`src/rtl/usr_pkg.sv`:
```
// Shared definitions for the universal shift register sequencer:
// command mode encodings and the sequencer state type.
package usr_pkg;

  localparam logic [1:0] USR_HOLD = 2'b00;
  localparam logic [1:0] USR_ROR  = 2'b01;
  localparam logic [1:0] USR_ROL  = 2'b10;
  localparam logic [1:0] USR_LOAD = 2'b11;

  typedef enum logic [1:0] {
    IDLE  = 2'd0,
    SHIFT = 2'd1,
    RESP  = 2'd2
  } usr_state_e;

  function automatic logic is_rotate(input logic [1:0] mode);
    return (mode == USR_ROR) || (mode == USR_ROL);
  endfunction

endpackage

```
`src/rtl/usr_core.sv`:
```
// WIDTH-bit universal shift register: parallel load plus single-bit
// rotate right / rotate left. Load has priority over the rotate controls.
module usr_core #(
  parameter int WIDTH = 4
) (
  input  logic             clk,
  input  logic             rst_n,
  input  logic             load,
  input  logic             ror,
  input  logic             rol,
  input  logic [WIDTH-1:0] data,
  output logic [WIDTH-1:0] q
);

  always_ff @(posedge clk or negedge rst_n) begin
    if (!rst_n) begin
      q <= '0;
    end else if (load) begin
      q <= data;
    end else if (ror) begin
      q <= {q[0], q[WIDTH-1:1]};
    end else if (rol) begin
      q <= {q[WIDTH-2:0], q[WIDTH-1]};
    end
  end

endmodule

```
`src/rtl/usr_sequencer.sv`:
```
// Round-robin command sequencer for the universal shift register: accepts one
// command from two requesters, runs the requested rotations, returns the result.
module usr_sequencer
  import usr_pkg::*;
#(
  parameter int WIDTH = 4,
  parameter int CNT_W = 3
) (
  input  logic             clk,
  input  logic             rst_n,
  input  logic             req0_valid,
  output logic             req0_ready,
  input  logic [1:0]       req0_mode,
  input  logic [CNT_W-1:0] req0_count,
  input  logic [WIDTH-1:0] req0_data,
  input  logic             req1_valid,
  output logic             req1_ready,
  input  logic [1:0]       req1_mode,
  input  logic [CNT_W-1:0] req1_count,
  input  logic [WIDTH-1:0] req1_data,
  output logic             rsp_valid,
  input  logic             rsp_ready,
  output logic [WIDTH-1:0] rsp_data,
  output logic             rsp_id,
  output logic             busy
);

  // Handshakes: a transfer happens on a rising edge where valid and ready are
  // both high; valid never waits on ready, and payload is held until ready.

  usr_state_e       state, state_nxt;
  logic [CNT_W-1:0] cnt;
  logic [1:0]       mode_q;
  logic             id_q;
  logic             last_grant;
  logic             grant_id;
  logic             accept;
  logic [1:0]       sel_mode;
  logic [CNT_W-1:0] sel_count;
  logic [WIDTH-1:0] sel_data;
  logic [WIDTH-1:0] reg_q;
  logic             do_ror, do_rol;

  // last_grant resets to 1 so that the first contested grant goes to req0.
  always_comb begin
    grant_id   = (req0_valid && req1_valid) ? ~last_grant : req1_valid;
    accept     = rst_n && (state == IDLE) && (req0_valid || req1_valid);
    req0_ready = accept && !grant_id;
    req1_ready = accept && grant_id;
    sel_mode   = grant_id ? req1_mode  : req0_mode;
    sel_count  = grant_id ? req1_count : req0_count;
    sel_data   = grant_id ? req1_data  : req0_data;
  end

  always_comb begin
    state_nxt = state;
    case (state)
      IDLE: begin
        if (accept) begin
          state_nxt = (is_rotate(sel_mode) && (sel_count != '0)) ? SHIFT : RESP;
        end
      end
      SHIFT: begin
        if (cnt == CNT_W'(1)) state_nxt = RESP;
      end
      RESP: begin
        if (rsp_ready) state_nxt = IDLE;
      end
      default: state_nxt = IDLE;
    endcase
  end

  always_ff @(posedge clk or negedge rst_n) begin
    if (!rst_n) begin
      state      <= IDLE;
      cnt        <= '0;
      mode_q     <= USR_HOLD;
      id_q       <= 1'b0;
      last_grant <= 1'b1;
    end else begin
      state <= state_nxt;
      if (accept) begin
        cnt        <= sel_count;
        mode_q     <= sel_mode;
        id_q       <= grant_id;
        last_grant <= grant_id;
      end else if (state == SHIFT) begin
        cnt <= cnt - CNT_W'(1);
      end
    end
  end

  always_comb begin
    do_ror = (state == SHIFT) && (mode_q == USR_ROR);
    do_rol = (state == SHIFT) && (mode_q == USR_ROL);
  end

  usr_core #(.WIDTH(WIDTH)) u_core (
    .clk   (clk),
    .rst_n (rst_n),
    .load  (accept),
    .ror   (do_ror),
    .rol   (do_rol),
    .data  (sel_data),
    .q     (reg_q)
  );

  always_comb begin
    rsp_valid = (state == RESP);
    rsp_data  = reg_q;
    rsp_id    = id_q;
    busy      = (state != IDLE);
  end

endmodule

```
`config.mk`:
```
export PLATFORM = sky130hd
export DESIGN_NAME = usr_sequencer
export DESIGN_NICKNAME = d
export VERILOG_FILES = /design/src/rtl/usr_pkg.sv /design/src/rtl/usr_core.sv /design/src/rtl/usr_sequencer.sv
export SDC_FILE = /design/constraint.sdc
export NUM_CORES = 1
export LEC_CHECK = 0
export CORE_MARGIN = 3
export CORE_UTILIZATION = 25
export CTS_CLUSTER_SIZE = 28
export DETAILED_ROUTE_END_ITERATION = 6
export GPL_TIMING_DRIVEN = 0
export SETUP_SLACK_MARGIN = 0.2
export SKIP_CTS_REPAIR_TIMING = 1
export SYNTH_ARGS = -nofsm -noshare
export SYNTH_HDL_FRONTEND = slang
export SYNTH_HIERARCHICAL = 1
export SYNTH_SLANG_ARGS = --single-unit
```
`constraint.sdc`:
```
create_clock -name clk -period 2.3 [get_ports clk]
set_input_delay 0.46 -clock clk [delete_from_list [all_inputs] [get_ports clk]]
set_output_delay 0.46 -clock clk [all_outputs]
set_load 0.05 [all_outputs]
```
==> metrics.md <==
| Metric | Value |
|---|---|
| Yosys reg bits | 13 |
| Global-route wire length before repair | 3.68 mm |
| Vias | 776 |
| Synthesized instance count | 86 |
| Tmin final | 2.02 ns |
| Clock Path Buffers | 2 |
| Standard-cell rows | 20 |
| Status | finished clean |
| Simple-gate area share of the yosys netlist | 16.9% |
| Setup TNS Final | 0 ns |
| Clock Sinks | 13 |
| Post-synth top area cell | dfrtp_1 |
| Xor and xnor area share after synthesis | 3.17% |
| Mapped cell area | 830 um2 |
| Main combinational cell family by area after synthesis | simple AND/OR/NAND/NOR gates |
| CP Max Fanout | 10 |
| Initial Util | 26.7% |
| Power per cell area | 1070 nW/um2 |
| Die X | 63.6 um |
| Clock slew at reported path FFs | 0.08 ns |
| Seq/Total Area, Yosys | 39.4% |
| Proportion of layout cells with a drive suffix above 1 | 17.7% |
| Req. time, crit path | 1.84 ns |
| Crit share post-route | 87.7% |
| Pin count of the biggest net entering global routing | 15 |
| Remaining DRCs | 0 |
| Peak supply drop | 0.397 mV |
| Synth Flop Type | dfrtp_1 |
| Vias in the first global route | 759 |
| Finished Cell Area | 1270 um2 |
| Count leader, synth | dfrtp_1 |
| TritonCTS clock tree | yes |
| Max-slew violation count | 0 |
| Post-synthesis compound-gate area fraction | 14.3% |
| Global route overflow | 0 |
| Top cells by count, synth | dfrtp_1 (12), nand2_1 (10), inv_1 (8), mux2i_1 (8), nor3b_1 (6) |
| RSZ-0062 raised after global routing | true |
| Drt wl/cell | 12.8 um |
| Number of synthesized flops with an enable pin | 0 |
| Count of final setup violators | 0 |
| Clock Latency Late Sink | 0.28 ns |
| DP Area | 1190 um2 |
| GPL Wtd Cong | 0.761 |
| Adder-cell share of the synthesized area | 3.02% |
| Syn-to-layout area delta | 53.7% |
| Ys async rst share | 100% |
| Routed WL | 2.16 mm |
| Number of hold violations in the final report | 0 |
| Top cells by area, synth | dfrtp_1 (36%), mux2i_1 (9.7%), mux2_2 (6.8%), nor3b_1 (5.4%), nand2_1 (4.5%) |
| Final Util | 41.1% |
| Worst relative slew slack | 66.2% |
| Synth cell types | 28 |
| Tot Pwr | 1.37 mW |
| # diodes | 0 |
| Io pins | 32 |
| Pre-antenna DRT Iters | 4 |
| CTS Buf Count | 3 |
| GRT Util Overall | 11.7% |
| Hpwl dp | 1.72 mm |
| Die H | 63.6 um |
| PortBufs | 31 |
| Number of max-cap violations | 0 |
| Via-per-instance ratio | 4.62 |
| Mapped Nets | 111 |
| Actual slew at the worst max-slew pin | 0.506 ns |
| Nets | 150 |
| Crit path DAT | 1.56 ns |
| Mux contribution to synthesized area | 16.4% |
| Pleak | 0.590 nW |
| Drt first-iter violations | 14 |
| Top cell type's share of synthesized area | 36.2% |
| Fmax | 496 MHz |
| Final ANT Viol Nets | 0 |
| Initial antenna violation count | 0 |
| Core Region | 3100 um2 |
| Worst Skew | 0.00813 ns |
| Die ar. | 4050 um2 |
| Critical path type | reg -> out |
| Yosys warnings | 6 |
| Worst Hold Class | in -> async |
| Critical Path Source Type | register |
| Syn Area/Cell | 9.65 um2 |
| CTS root buffer | clkbuf_4 |
| H-tree levels | 1 |
| Setup crit end kind | primary output |
==> flip-flops by register name, summed over array words and instances (netlist names) <==
name,count
u_core/q,4
cnt,3
mode_q,2
state,2
last_grant,1
rsp_id,1
==> final cells by class <==
cell class / count / area, um2
plain buffers: 4 / 32.5
inverters: 9 / 36.3
well taps: 44 / 55.1
clock buffers: 4 / 26.3
repair buffers: 34 / 337
multi-input cells: 60 / 462
flip-flops and latches: 13 / 327
fillers: 327 / 1830
==> stage by stage <==
stage / hold slack [ns] / setup WS [ns] / instances
2_1_floorplan: 0.164 / 0.305 / 86
4_1_cts: 0.483 / -1.12 / 165
3_5_place_dp: 0.469 / -1.11 / 161
5_1_grt: 0.0882 / 0.136 / 168
3_3_place_gp: 0.469 / -1.10 / 161
6_report: 0.0689 / 0.283 / 168
==> critical path, cell delays in order, from the launching register on <==
cell and delay (ns):
dfrtp_1 0.40, nor2_1 0.15, o211ai_1 0.16, clkbuf_4 0.23, nor2_1 0.11, clkbuf_4 0.23
==> metal layers <==
| metal | track usage [%] | up-vias | wire length, um |
|---|---|---|---|
| met2 | 17.7 | 23 | 1010 |
| met3 | 2.67 | 4 | 128 |
| li1 | - | 386 | - |
| met4 | 7.28 | 0 | 59 |
| met1 | 15.0 | 363 | 966 |
| met5 | 0 | - | 0 |
==> where the power goes <==
part           internal, mW  switching [mW]
Clock                0.0672          0.0741
Sequential            0.341          0.0886
Combinational         0.332           0.467
==> worst paths after layout <==
kind	endpoint	depth (start not counted)	startpoint	slack, ns
setup / recovery	req0_ready	5	state[1]	0.28
hold reg to reg	last_grant	2	last_grant	0.49
max in group asynchronous	last_grant	1	rst_n	1.93
min in group clk	last_grant	2	last_grant	0.49
setup reg to reg	u_core/q[1]	4	state[1]	0.60
hold / removal	cnt[0]	1	rst_n	0.07
==> cell families (layout without fill, tap and decap cells) <==
group,count (synthesis),after routing
simple gates,27,27
compound gates,15,15
mux,13,13
flops,13,13
buf+inv,13,51
xor+xnor,3,3
fa+ha+maj,2,2
==> placed cells by master (no fill, tap or decap) <==
cell type        synthesis  final
a221oi_1                 4      4
dfstp_2                  1      1
clkdlybuf4s50_1          0     24
buf_6                    0      1
buf_2                    2      1
dlymetal6s2s_1           0      4
clkbuf_4                 0      5
inv_4                    0      1
o21ai_0                  3      3
xnor2_1                  2      2
nor3_1                   1      1
mux2i_1                  8      8
nor3b_1                  6      6
buf_4                    1      3
o311ai_1                 1      1
dfrtp_1                 12     12
nor2_1                   3      3
o211ai_1                 2      2
buf_8                    0      1
inv_1                    8      8
a221o_1                  1      1
mux2_2                   5      5
o221ai_1                 1      1
clkbuf_2                 1      2
nand2_1                 10      9
clkbuf_1                 0      1
xor2_1                   1      1
nand2b_1                 1      1
nand3_1                  2      2
ha_1                     2      2
nor2b_1                  4      4
a21boi_4                 0      1
o31a_1                   1      1
nand2_4                  0      1
o22ai_1                  1      1
Power figures use the tool's default switching activity.
